File: config.mk
export PLATFORM = sky130hd
export DESIGN_NAME = board_io_bridge
export DESIGN_NICKNAME = d
export VERILOG_FILES = /design/src/rtl/board_io_bridge_pkg.sv /design/src/rtl/board_io_bridge_snapshot.sv /design/src/rtl/board_io_bridge.sv
export SDC_FILE = /design/constraint.sdc
export NUM_CORES = 1
export LEC_CHECK = 0
export ABC_AREA = 0
export ABC_CLOCK_PERIOD_IN_PS = 3300
export CAP_MARGIN = 5
export CELL_PAD_IN_SITES_DETAIL_PLACEMENT = 0
export CELL_PAD_IN_SITES_GLOBAL_PLACEMENT = 1
export CORE_MARGIN = 3
export CORE_UTILIZATION = 40
export DETAILED_ROUTE_END_ITERATION = 12
export GPL_TIMING_DRIVEN = 0
export PLACE_DENSITY = 0.84
export RECOVER_POWER = 25
export SLEW_MARGIN = 20
export SYNTH_ARGS = -nofsm -noshare
export SYNTH_HDL_FRONTEND = slang
export SYNTH_SLANG_ARGS = --single-unit
export TNS_END_PERCENT = 10
File: constraint.sdc
create_clock -name CLK -period 3.3 [get_ports CLK]
set_input_delay 0.33 -clock CLK [delete_from_list [all_inputs] [get_ports CLK]]
set_output_delay 0.33 -clock CLK [all_outputs]
set_load 0.02 [all_outputs]
File: src/rtl/board_io_bridge_pkg.sv
// Shared defaults, FSM state type, frame-kind codes and width helpers for the
// board I/O bridge.
package board_io_pkg;

   localparam int DEF_N_SW  = 10;
   localparam int DEF_N_KEY = 4;
   localparam int DEF_N_LED = 10;
   localparam int DEF_N_HEX = 6;
   localparam int SEG_W     = 7;

   typedef enum logic [1:0] {
      IDLE   = 2'd0,
      SETTLE = 2'd1,
      SEND   = 2'd2
   } state_e;

   localparam logic KIND_RESP  = 1'b0;
   localparam logic KIND_EVENT = 1'b1;

   function automatic int in_width(input int n_sw, input int n_key);
      return n_sw + n_key;
   endfunction

   function automatic int out_width(input int n_led, input int n_hex);
      return n_led + SEG_W * n_hex;
   endfunction

endpackage

File: src/rtl/board_io_bridge_snapshot.sv
// Last-reported {HEX,LED} register; flags when the live outputs differ from
// what the host was last told.
module io_snapshot
   import board_io_pkg::*;
#(
   parameter int W = out_width(DEF_N_LED, DEF_N_HEX)
) (
   input  logic         i_clk,
   input  logic         i_clr_n,
   input  logic         i_load,
   input  logic [W-1:0] i_data,
   output logic         o_changed
);

   logic [W-1:0] r_snap;

   always_ff @(posedge i_clk) begin
      if (!i_clr_n)
         r_snap <= '0;
      else if (i_load)
         r_snap <= i_data;
   end

   assign o_changed = (i_data != r_snap);

endmodule

File: src/rtl/board_io_bridge.sv
// Bridge from a host valid/ready link to board-style SW/KEY/LED/HEX: applies
// input words, waits a settle time, returns sampled output frames.
module board_io_bridge
   import board_io_pkg::*;
#(
   parameter  int N_SW          = DEF_N_SW,
   parameter  int N_KEY         = DEF_N_KEY,
   parameter  int N_LED         = DEF_N_LED,
   parameter  int N_HEX         = DEF_N_HEX,
   parameter  int SETTLE_CYCLES = 2,
   localparam int IN_W          = in_width(N_SW, N_KEY),
   localparam int OUT_W         = out_width(N_LED, N_HEX)
) (
   input  logic                   CLK,
   input  logic                   RST_N,
   input  logic                   in_valid,
   output logic                   in_ready,
   input  logic [IN_W-1:0]        in_data,
   output logic                   out_valid,
   input  logic                   out_ready,
   output logic [OUT_W-1:0]       out_data,
   output logic                   out_kind,
   output logic [7:0]             out_seq,
   input  logic                   watch_en,
   output logic [N_SW-1:0]        SW,
   output logic [N_KEY-1:0]       KEY,
   input  logic [N_LED-1:0]       LED,
   input  logic [SEG_W*N_HEX-1:0] HEX
);

   if (SETTLE_CYCLES < 0 || SETTLE_CYCLES > 255) begin : g_bad_settle
      $error("board_io_bridge: SETTLE_CYCLES must be within 0..255");
   end

   localparam logic [7:0] SETTLE_LD = 8'(SETTLE_CYCLES);

   state_e             r_state;
   logic [7:0]         r_cnt;
   logic [N_SW-1:0]    r_sw;
   logic [N_KEY-1:0]   r_key;
   logic               r_out_valid;
   logic               r_out_kind;
   logic [OUT_W-1:0]   r_out_data;
   logic [7:0]         r_seq;

   logic [OUT_W-1:0]   w_obs;
   logic               w_changed;
   logic               w_event;
   logic               w_capture;
   logic               w_snap_load;

   assign w_obs       = {HEX, LED};
   // An accepted input word always beats a pending change in the same cycle.
   assign w_event     = (r_state == IDLE) && !in_valid && watch_en && w_changed;
   assign w_capture   = (r_state == SETTLE) && (r_cnt == 8'd0);
   assign w_snap_load = w_event || w_capture;

   io_snapshot #(.W(OUT_W)) u_snap (
      .i_clk     (CLK),
      .i_clr_n   (RST_N),
      .i_load    (w_snap_load),
      .i_data    (w_obs),
      .o_changed (w_changed)
   );

   always_ff @(posedge CLK) begin
      if (!RST_N) begin
         r_state     <= IDLE;
         r_cnt       <= '0;
         r_sw        <= '0;
         r_key       <= '0;
         r_out_valid <= 1'b0;
         r_out_kind  <= KIND_RESP;
         r_out_data  <= '0;
         r_seq       <= '0;
      end else begin
         case (r_state)
            IDLE: begin
               if (in_valid) begin
                  r_sw    <= in_data[N_SW-1:0];
                  r_key   <= in_data[IN_W-1:N_SW];
                  r_cnt   <= SETTLE_LD;
                  r_state <= SETTLE;
               end else if (w_event) begin
                  r_out_data  <= w_obs;
                  r_out_kind  <= KIND_EVENT;
                  r_out_valid <= 1'b1;
                  r_state     <= SEND;
               end
            end
            SETTLE: begin
               if (r_cnt != 8'd0) begin
                  r_cnt <= r_cnt - 8'd1;
               end else begin
                  r_out_data  <= w_obs;
                  r_out_kind  <= KIND_RESP;
                  r_out_valid <= 1'b1;
                  r_state     <= SEND;
               end
            end
            SEND: begin
               if (r_out_valid && out_ready) begin
                  r_out_valid <= 1'b0;
                  r_seq       <= r_seq + 8'd1;
                  r_state     <= IDLE;
               end
            end
            default: r_state <= IDLE;
         endcase
      end
   end

   assign in_ready  = (r_state == IDLE);
   assign out_valid = r_out_valid;
   assign out_data  = r_out_data;
   assign out_kind  = r_out_kind;
   assign out_seq   = r_seq;
   assign SW        = r_sw;
   assign KEY       = r_key;

endmodule

==> flow_metrics.tcl <==
set metrics [dict create \
    antenna_cells 0 \
    dp_slack_ns 0.0550 \
    muxShareOfSynthArea 0.176 \
    rr_endpoint "out_data[11]$_SDFFE_PN0P_" \
    hp-class "in2reg" \
    cp_slowest_cell "nor4_2" \
    pwr-share-comb 0.246 \
    synth_top_family_by_area "simple AND/OR/NAND/NOR gates" \
    cp.arrival_ns 3.10 \
    cts_hold_buf 0 \
    post_cts_buffers 0 \
    startpoint "LED[7]" \
    synth_edf_count 0 \
    ys_ff_latch 138 \
    grt_pass1_wl_mm 25.2 \
    max-clock-path-buffers 2 \
    rrSetupSlack_ns 0.53 \
    finalWirelength_mm 15.9 \
    synth-xor-area-share 0.0920 \
    dp_hpwl_mm 12.2 \
    hold_viol 0 \
    rows 43 \
    cp.depth 9 \
    die_h_um 127 \
    dieArea_mm2 0.0163 \
    cp_slowest_stage_delay_ns 0.47 \
    crit_path_end_kind "flop" \
    r2r-start "u_snap.r_snap[7]$_SDFFE_PN0P_" \
    clock_sinks 138 \
    cts_tree "done" \
    antenna_found_initial 0 \
    fin_setup_tns_ns 0 \
    p_sw_mw 1.50 \
    clock_latency_ns 0.41 \
    synth_warnings 0 \
    cts_resized 0 \
    synth_nets 710 \
    timing.final.ws_setup_ns 0.490 \
    p_sw_frac 0.292 \
    synth.area.top_cells "dfxtp_1 47%, mux2i_1 18%, nand2_1 13%" \
    slew_violations 0 \
    synth_top_area_frac 0.468 \
    cts_root_buf "clkbuf_16" \
    rsz0062_at_grt "false" \
    cp_max_fo 10 \
    ir_worst_vdd_mv 0.350 \
    grt_pass1_vias 4975 \
    cp_cell_sequence "clkdlybuf4s50_1 > xor2_1 > nor4_1 > nand4_1 > nor4_2 > o21ai_1 > buf_4 > buf_6 > mux2i_1" \
    first_iter_violations 320 \
    fmax_mhz 356 \
    clockPowerShare 0.359 \
    cap_violations 0 \
    critical_path_class "in2reg" \
    area_growth_pct 38.3 \
    period_minus_slack_ns 2.81 \
    synth_compound_area_frac 0.0343 \
    first_pass_iters 4 \
    cp.required_ns 3.59 \
    yosysTopAreaCell "dfxtp_1" \
    dr_total_vias 4851 \
    syn-cell-area_mm2 0.00590 \
    yosys.area_share.simple 0.190 \
    setup_viol_count_final 0 \
    clk_pin_slew_ns 0.05 \
    reg2regPathDepth 8 \
    drtAntennaViolNets 0 \
    drive_gt1_frac 0.0516 \
    p_int_mw 3.64 \
    synthAdderAreaFrac 0.00636 \
    drc 0 \
    min_from "RST_N" \
    grt_remaining_overflow 0 \
    crit_path_start_kind "input pin" \
    fin_crit_sh 0.851 \
    seqPwrFrac 0.395 \
    track_usage 0.198 \
    start_util 0.417 \
    fin_skew_ns 0.00491 \
    p_leak_nw 3.32 \
    max_slew_margin 0.473 \
    nNetsFinal 875 \
    syn_inst 636 \
    numCtsBuffers 17 \
    synthFlopType "dfxtp_1" \
    ios 148 \
    tightest_slew_ns 0.786 \
    ys_types 36 \
    endpoint "out_data[11]$_SDFFE_PN0P_" \
    crit_family "simple AND/OR/NAND/NOR gates" \
    via_per_inst 4.88 \
    grt_max_degree 17 \
    place_congestion 0.831 \
    h-tree-depth 4 \
    outcome "finished, final reports clean" \
    wl_per_cell_um 16.0 \
    fp.dieW_um 127 \
    yosysSeqAreaShare 0.468 \
    p_per_area_mw_per_mm2 629 \
    syn_avg_cell_area_um2 9.28 \
    n_fill_cell 1271 \
    path_buf_inv 3 \
    synthArstFlopShare 0 \
    portBuffers 146 \
    core_area_mm2 0.0141 \
]
==> cells in the final DEF (no fill, tap or decap), types with 2 or more instances in the layout <==
| cell | instances |
|---|---|
| nor2b_1 | 3 |
| nand3_1 | 8 |
| and2_0 | 7 |
| clkinv_2 | 7 |
| clkbuf_8 | 3 |
| o21ai_1 | 2 |
| o21ai_0 | 3 |
| inv_1 | 3 |
| clkbuf_16 | 17 |
| and2_1 | 4 |
| a21oi_1 | 5 |
| dlygate4sd3_1 | 41 |
| bufinv_16 | 2 |
| buf_2 | 4 |
| clkbuf_1 | 27 |
| nand2_1 | 199 |
| clkdlybuf4s50_1 | 105 |
| nor2_1 | 8 |
| nor3_1 | 3 |
| buf_6 | 6 |
| nor4_1 | 14 |
| or4_1 | 2 |
| nand4_1 | 5 |
| dfxtp_1 | 138 |
| ha_1 | 3 |
| xnor2_1 | 6 |
| xor2_1 | 56 |
| a21boi_0 | 15 |
| mux2i_1 | 104 |
==> tightest hold or removal path, delay by kind of cell <==
| kind | cells | cell delay, ns |
|---|---|---|
| AND/OR/NAND/NOR | 1 | 0.22 |
| buffers and inverters | 1 | 0.18 |
| AO/OA/AOI/OAI | 1 | 0.06 |
==> worst min-delay path by stage <==
stage	slack, ns	end	cells past startpoint
floorplan	0.45	u_snap.r_snap[24]$_SDFFE_PN0P_	2
global placement	0.44	out_data[25]$_SDFFE_PN0P_	2
detailed placement	0.45	out_data[44]$_SDFFE_PN0P_	2
CTS	0.41	r_cnt[4]$_SDFFE_PN0P_	3
global route	0.45	r_cnt[4]$_SDFFE_PN0P_	3
finish	0.43	r_cnt[4]$_SDFFE_PN0P_	3
==> power groups by stage <==
stage / Combinational, mW / Sequential, mW / Clock, mW
final: 1.26 / 2.03 / 1.84
after CTS: 1.30 / 2.03 / 1.88
after floorplan: 0.670 / 2.17 / 0
after global placement: 1.27 / 2.05 / 0
after global routing: 1.36 / 2.06 / 1.96
after detailed placement: 1.29 / 2.06 / 0
==> flip-flops by register name, summed over array words and instances, names as in the netlist <==
| name | cells |
|---|---|
| out_seq | 8 |
| u_snap.r_snap | 52 |
| SW | 10 |
| r_cnt | 8 |
| out_valid | 1 |
| KEY | 4 |
| r_state | 2 |
| out_kind | 1 |
| out_data | 52 |
==> layout make-up <==
cell class,count,area [um^2],share of cell area
Clock inverter,9,95.1,0.0116
Tap cell,180,225,0.0276
Timing Repair Buffer,146,1460,0.179
Multi-Input combinational cell,460,2940,0.361
Buffer,35,185,0.0227
Clock buffer,23,478,0.0586
Inverter,3,11.3,0.00138
Sequential cell,138,2760,0.338
==> cell families (layout without fill, tap and decap cells) <==
| kind of cell | after synthesis | after routing |
|---|---|---|
| adders and majority gates | 3 | 3 |
| AOI/OAI and AO/OA | 30 | 30 |
| and+or+nand+nor | 261 | 261 |
| buffers and inverters | 38 | 216 |
| DFF | 138 | 138 |
| muxes | 104 | 104 |
| xor gates and xnor gates | 62 | 62 |
==> stage by stage <==
stage                     area (um^2)   util  cells  hold WS, ns  total power, mW
after detailed placement         7590  0.536    962        0.446             3.36
after CTS                        8160  0.577    994        0.413             5.21
after floorplan                  5900      -    636        0.446             2.84
final                            8160  0.577    994        0.425             5.14
after global routing             8160  0.577    994        0.451             5.38
after global placement           7590  0.536    962        0.443             3.33
==> synthesized netlist by cell type, types with 2 or more instances <==
master / instances
nand3_1: 8
ha_1: 3
or4_1: 2
nand2_1: 199
dfxtp_1: 138
nor3_1: 3
nor2b_1: 3
xor2_1: 56
buf_2: 4
a21boi_0: 15
nand4_1: 5
a21oi_1: 5
o21ai_1: 2
o21ai_0: 3
mux2i_1: 104
nor4_1: 14
clkbuf_1: 24
nor2_1: 8
xnor2_1: 6
inv_1: 3
buf_6: 6
and2_1: 11
==> routing by layer <==
metal	global-route usage	vias to the layer above	part of all wire
met2	0.338	113	0.49
met3	0.0569	10	0.058
li1	-	2444	-
met5	0	-	0
met1	0.242	2284	0.44
met4	0.0593	0	0.011
(Power assumes the default switching activity.)
